$ cat src/rtl/pipe_stage_reg.sv
// rtl/pipe_stage_reg.sv - pipeline stage register with 2-entry skid buffer, flush and bubbles
// Optional stall/flush performance counters enabled by PIPE_STAGE_PERF_EN.
module pipe_stage_reg #(
    parameter int DATA_W = 64,
    parameter int CTRL_W = 8,
    parameter int CNT_W  = 32
) (
    input  logic              clk,
    input  logic              rst_n,
    input  logic              flush,
    input  logic              in_valid,
    output logic              in_ready,
    input  logic [CTRL_W-1:0] in_ctrl,
    input  logic [DATA_W-1:0] in_data,
    output logic              out_valid,
    input  logic              out_ready,
    output logic [CTRL_W-1:0] out_ctrl,
    output logic [DATA_W-1:0] out_data,
`ifdef PIPE_STAGE_PERF_EN
    output logic [CNT_W-1:0]  stall_cnt,
    output logic [CNT_W-1:0]  flush_cnt,
`endif
    output logic [1:0]        occupancy
);

    logic              main_valid;
    logic [CTRL_W-1:0] main_ctrl;
    logic [DATA_W-1:0] main_data;
    logic              skid_valid;
    logic [CTRL_W-1:0] skid_ctrl;
    logic [DATA_W-1:0] skid_data;

    logic push;
    logic main_free;

    // in_ready comes straight from a flop, so out_ready never reaches it combinationally
    assign in_ready  = ~skid_valid;
    assign push      = in_valid & in_ready;
    assign main_free = ~main_valid | out_ready;

    assign out_valid = main_valid;
    assign out_ctrl  = main_valid ? main_ctrl : '0;
    assign out_data  = main_data;
    assign occupancy = {1'b0, main_valid} + {1'b0, skid_valid};

    always_ff @(posedge clk or negedge rst_n) begin
        if (!rst_n) begin
            main_valid <= 1'b0;
            main_ctrl  <= '0;
            main_data  <= '0;
            skid_valid <= 1'b0;
            skid_ctrl  <= '0;
            skid_data  <= '0;
        end else if (flush) begin
            // Data registers keep stale contents; zeroed ctrl makes them bubbles
            main_valid <= 1'b0;
            main_ctrl  <= '0;
            skid_valid <= 1'b0;
            skid_ctrl  <= '0;
        end else if (main_free) begin
            if (skid_valid) begin
                main_valid <= 1'b1;
                main_ctrl  <= skid_ctrl;
                main_data  <= skid_data;
                skid_valid <= 1'b0;
                skid_ctrl  <= '0;
            end else if (push) begin
                main_valid <= 1'b1;
                main_ctrl  <= in_ctrl;
                main_data  <= in_data;
            end else begin
                main_valid <= 1'b0;
                main_ctrl  <= '0;
            end
        end else if (push) begin
            skid_valid <= 1'b1;
            skid_ctrl  <= in_ctrl;
            skid_data  <= in_data;
        end
    end

`ifdef PIPE_STAGE_PERF_EN
    always_ff @(posedge clk or negedge rst_n) begin
        if (!rst_n) begin
            stall_cnt <= '0;
            flush_cnt <= '0;
        end else begin
            if (main_valid && !out_ready && stall_cnt != {CNT_W{1'b1}})
                stall_cnt <= stall_cnt + 1'b1;
            if (flush && (main_valid || skid_valid) && flush_cnt != {CNT_W{1'b1}})
                flush_cnt <= flush_cnt + 1'b1;
        end
    end
`endif

endmodule

$ cat config.mk
export PLATFORM = sky130hd
export DESIGN_NAME = pipe_stage_reg
export DESIGN_NICKNAME = d
export VERILOG_FILES = /design/src/rtl/pipe_stage_reg.sv
export SDC_FILE = /design/constraint.sdc
export NUM_CORES = 1
export LEC_CHECK = 0
export ABC_CLOCK_PERIOD_IN_PS = 1700
export CAP_MARGIN = 20
export CORE_MARGIN = 2
export CORE_UTILIZATION = 46
export DETAILED_ROUTE_END_ITERATION = 10
export PLACE_DENSITY_LB_ADDON = 0.12
export SETUP_SLACK_MARGIN = 0.5
export SLEW_MARGIN = 20
export SYNTH_ARGS = -nofsm -noshare
export SYNTH_HDL_FRONTEND = slang
export SYNTH_SLANG_ARGS = --single-unit
$ cat constraint.sdc
create_clock -name clk -period 1.7 [get_ports clk]
set_input_delay 0.255 -clock clk [delete_from_list [all_inputs] [get_ports clk]]
set_output_delay 0.255 -clock clk [all_outputs]
set_load 0.02 [all_outputs]
==> flow_metrics.tcl, run 1 <==
set metrics [dict create \
    place_congestion 0.7446 \
    multi_input_area_sq_um 3113 \
    setup-tns-final_ns 0 \
    netlist_area_sq_um 6725 \
    ant_nets 0 \
    numCtsBuffers 17 \
    drv_cap 0 \
    holdWs_ns 0.2882 \
    grt.overflow.total 0 \
    root_buffer "clkbuf_16" \
    synth_top_cell_by_area "dfrtp_1" \
    die_x_um 124.9 \
    vias 4263 \
    num_rows 44 \
    peakVddDrop_mv 0.7624 \
    fmax_mhz 611.5 \
    syn_nets 503 \
    grt_pass1_wl_um 23790 \
    port_buffers 152 \
    fin_nets 721 \
    critPathLaunchType "register" \
    grt.total_usage_pct 19.25 \
    hold_violations 0 \
    drt_wl_total_um 16340 \
    critPathKind "reg -> reg" \
    start_util_pct 46.63 \
    ys_seq_area_share_pct 54.33 \
    via_per_inst 5.093 \
    syn_to_final_growth_pct 50.21 \
    grt_start_max_net_pins 59 \
    cts_tree "done" \
    layout.area.seq_sq_um 3656 \
    ys_seq_elements 146 \
    netlist_instances 425 \
    wl_per_cell_um 19.53 \
    place_hpwl_um 8981 \
    drcViolationCount 0 \
    layout_common_cells "dfrtp_1, mux2_4, mux2_2" \
    required_ns 2.00 \
    period_share_pct 96.20 \
    cts_buffer_depth 2 \
    synth_area_leaders "dfrtp_1, mux2_2, mux2_4" \
    hp-class "in -> async" \
    grt_pass1_vias 4504 \
    drt_iter0_markers 161 \
    syn_avg_cell_area_sq_um 15.82 \
    diodes 0 \
    drive_gt1_share_pct 63.40 \
    maxSlewHeadroom_pct 79.49 \
    grt_setup_unrepaired "yes" \
    synth.top_cell.area_share_pct 54.33 \
    worst-endpoint-arrival_ns 1.93 \
    clk_pin_slew_ns 0.06 \
    fin_util_pct 70.04 \
    h-tree-depth 4 \
    worst-path-max-fanout 8 \
    leakagePower_nw 4.706 \
    cp-end-kind "register" \
    die_area_sq_um 15600 \
    worst_slew_pin_slew_ns 0.3077 \
    drv_slew 0 \
    clock-sinks 146 \
    core_sq_um 14420 \
    mostFrequentLayoutCell "dfrtp_1" \
    outcome "finished, final reports clean" \
    p_per_area_nw_per_um2 1128 \
    p_total_mw 11.39 \
    die_y_um 124.9 \
    finalSetupViolCount 0 \
    fin_skew_ns 0.006504 \
    nFillCells 983 \
    ys_warn_count 0 \
    io_pins 153 \
    dr.pass1.iters 4 \
    period_needed_ns 1.635 \
    antenna_found_initial 0 \
    synth.distinct_cells 24 \
    insertion_delay_ns 0.42 \
]
-- power by group --
part | leakage [nW] | internal, mW | switching, mW
registers | 1.78 | 4.23 | 0.477
clock network | 0.274 | 2.18 | 1.35
logic | 2.65 | 2.03 | 1.13
total | 4.71 | 8.44 | 2.95
-- final timing paths --
path / from / cells after the start / slack [ns] / end
worst max-delay path: out_valid / 5 / 0.06 / out_data[53]
worst min-delay path: rst_n / 2 / 0.29 / skid_data[29]
worst max register to register: out_valid / 5 / 0.06 / out_data[53]
worst min register to register: skid_data[26] / 1 / 0.50 / skid_data[26]
max in group asynchronous: rst_n / 3 / 0.80 / out_valid
min in group clk: in_data[42] / 2 / 0.48 / skid_data[42]
-- cells in the mapped netlist --
library cell / n
mux2_2: 128
buf_4: 2
o32ai_1: 8
a22oi_1: 8
nor2_4: 1
ha_1: 1
mux2_4: 60
and2b_2: 1
inv_1: 9
or2b_1: 2
nand3b_4: 1
and2_2: 8
o21bai_1: 1
clkbuf_1: 4
mux2_1: 4
a21o_2: 1
buf_6: 5
nor2_1: 9
buf_12: 7
buf_2: 9
dfrtp_1: 146
nor2b_1: 1
o21ai_0: 1
a211oi_1: 8
-- per-stage QoR --
step / setup slack [ns] / cell area, sq um / cells
floorplan: 0.08841 / 6827 / 425
global placement: -0.1970 / 8522 / 754
detailed placement: -0.2217 / 8522 / 754
CTS: 0.1010 / 9412 / 805
global route: 0.02204 / 10100 / 837
finish: 0.06463 / 10100 / 837
-- critical path, cell delays in order, from the launching register on --
cell and delay, ns:
dfrtp_2 0.45, and2b_2 0.26, nor2_4 0.14, buf_12 0.17, buf_6 0.16, mux2_2 0.34
-- flip-flops by register name, summed over array words and instances, names as in the netlist --
signal	count
main_ctrl	8
out_data	64
out_valid	1
skid_ctrl	8
skid_data	64
skid_valid	1
-- metal layers --
layer  global-route usage [%]  vias to the layer above  share of wire (%)
li1                         -                     1956                  -
met1                    25.49                     2200                 46
met2                    30.86                       95                 49
met3                    6.229                       12                4.4
met4                    5.098                        0               0.96
met5                        0                        -                  0
-- logic make-up (layout without fill, tap and decap cells) --
logic type,Yosys count,count (layout),share of synthesized area [%]
flops,146,146,54.33
buf+inv,36,264,4.539
mux,192,192,35.50
fa+ha+maj,1,1,0.1860
simple gates,23,23,2.307
compound gates,27,27,3.144
-- repair_timing --
item / 4_1_cts / 5_1_grt
hold endpoints to repair: 26 / 0
setup endpoints to repair: 221 / 222
gates cloned: 3 / 10
pin swaps: 0 / 9
setup buffers: 18 / 22
resized for setup: 465 / 72
hold buffers: 1 / 0
-- layout make-up --
class                   count  share of cell area (%)
flip-flops and latches    146                   36.19
multi-input cells         243                   30.81
repair buffers            226                   24.89
clock buffers              24                   4.967
well taps                 184                   2.279
clock inverters             5                  0.5202
inverters                   9                  0.3344
No activity file was read; power rests on OpenSTA's default activity.
==> run 2: changes to the inputs <==
--- a/config.mk
+++ b/config.mk
@@ -9,6 +9,7 @@
 export CAP_MARGIN = 20
 export CORE_MARGIN = 2
 export CORE_UTILIZATION = 46
+export CTS_BUF_LIST = sky130_fd_sc_hd__clkbuf_8 sky130_fd_sc_hd__clkbuf_16
 export DETAILED_ROUTE_END_ITERATION = 10
 export PLACE_DENSITY_LB_ADDON = 0.12
 export SETUP_SLACK_MARGIN = 0.5
==> flow_metrics.tcl, run 2 (synthesized netlist as in run 1, its figures left out) <==
set metrics [dict create \
    num_rows 44 \
    required_ns 2.00 \
    crit_family "buffers and inverters" \
    critPathLaunchType "register" \
    drt_iter0_markers 197 \
    grt_setup_unrepaired "yes" \
    drcViolationCount 0 \
    syn_to_final_growth_pct 50.12 \
    outcome "finished, final reports clean" \
    multi_input_area_sq_um 3054 \
    crit_chain "buf_6, nor2b_4, nand3b_4, clkbuf_16, mux2_4" \
    worst-path-max-fanout 17 \
    comb_power_share_pct 27.8 \
    numCtsBuffers 17 \
    fmax_mhz 613.9 \
    diodes 0 \
    r2r_slack_ns 0.07 \
    finalSetupViolCount 0 \
    maxSlewHeadroom_pct 78.03 \
    place_congestion 0.7446 \
    layout.area.seq_sq_um 3656 \
    final_area_sq_um 10100 \
    leakagePower_nw 4.718 \
    clockPowerShare_pct 30.9 \
    place_hpwl_um 8981 \
    dr.pass1.iters 4 \
    worst-endpoint-arrival_ns 1.92 \
    fin_skew_ns 0.007045 \
    io_pins 153 \
    insertion_delay_ns 0.42 \
    p_seq_share_pct 41.3 \
    cp-endpoint "skid_data[38]" \
    grt_start_max_net_pins 59 \
    slowest_stage "dfrtp_2" \
    p_per_area_nw_per_um2 1129 \
    hold_violations 0 \
    r2r_start "skid_valid" \
    dp_slack_ns -0.2217 \
    worst_slack_ns 0.07100 \
    start_util_pct 46.63 \
    clk_pin_slew_ns 0.06 \
    cts_tree "done" \
    core_sq_um 14420 \
    h-tree-depth 4 \
    period_needed_ns 1.629 \
    die_x_um 124.9 \
    cp-end-kind "register" \
    grt.overflow.total 0 \
    worst_slew_pin_slew_ns 0.3296 \
    grt.total_usage_pct 19.25 \
    crit_buf_inv 2 \
    r2r-end "skid_data[38]" \
    port_buffers 152 \
    crit_start "skid_valid" \
    fin_util_pct 69.99 \
    wl_per_cell_um 19.55 \
    grt_pass1_wl_um 23800 \
    via_per_inst 5.134 \
    die_y_um 124.9 \
    drive_gt1_share_pct 62.69 \
    swShare_pct 26.00 \
    p_switching_mw 2.964 \
    mostFrequentLayoutCell "dfrtp_1" \
    placed_area_sq_um 8522 \
    cts_buffer_depth 2 \
    drv_slew 0 \
    holdWs_ns 0.2899 \
    finalNonFillerCells 838 \
    cp.depth 5 \
    ff2ff_path_depth 5 \
    die_area_sq_um 15600 \
    intPower_mw 8.437 \
    grt_pass1_vias 4508 \
    nFillCells 986 \
    peakVddDrop_mv 0.7659 \
    hp-class "in -> async" \
    p_total_mw 11.40 \
    layout_common_cells "dfrtp_1, mux2_4, mux2_2" \
    vias 4302 \
    dp_cells 754 \
    critPathMaxStageDelay_ns 0.41 \
    drt_wl_total_um 16380 \
    drv_cap 0 \
    fin_nets 722 \
    root_buffer "clkbuf_16" \
    clock-sinks 146 \
    setup-tns-final_ns 0 \
    antenna_found_initial 0 \
    critPathKind "reg -> reg" \
    ant_nets 0 \
    period_share_pct 95.82 \
]
run 2: how the worst min path moves through the flow:
stage                from             to  cells past startpoint
floorplan           rst_n   main_ctrl[0]                      0
global placement    rst_n  skid_data[29]                      1
detailed placement  rst_n  skid_data[29]                      1
CTS                 rst_n  skid_data[29]                      2
global route        rst_n  skid_data[29]                      2
finish              rst_n  skid_data[29]                      2
run 2: layer usage:
layer  wire length [um]  GRT usage [%]  up-vias
li1                   -              -     1965
met1               7354          25.49     2207
met2               8042          30.86      119
met3                831          6.229       11
met4                155          5.098        0
met5                  0              0        -
run 2: what timing repair did:
item                                   CTS  global route
hold buffers                             1             0
pin swaps                                0             7
buffers inserted                        18            23
gates cloned                             3            10
resized for setup                      465            73
setup endpoints to repair              221           222
endpoints found under the hold margin   26             0
run 2: area by class of cell:
class | count | area share (%)
flip-flops and latches | 146 | 36.21
inverters | 9 | 0.3346
well taps | 184 | 2.280
multi-input cells | 243 | 30.25
clock inverters | 7 | 0.5949
repair buffers | 227 | 25.43
clock buffers | 22 | 4.895
run 2: power by group through the flow:
| stage | logic, mW | clock network [mW] | registers (mW) |
|---|---|---|---|
| 4_1_cts | 2.82 | 3.59 | 4.69 |
| 5_1_grt | 3.34 | 3.77 | 4.80 |
| 3_5_place_dp | 2.64 | 0 | 4.66 |
| 6_report | 3.16 | 3.52 | 4.71 |
| 2_1_floorplan | 1.20 | 0 | 4.96 |
| 3_3_place_gp | 2.58 | 0 | 4.65 |
run 2: worst reg2reg max path: stages, from the launching register on:
cell	delay [ns]
dfrtp_2	0.41
buf_6	0.14
nor2b_4	0.14
nand3b_4	0.23
clkbuf_16	0.29
mux2_4	0.31
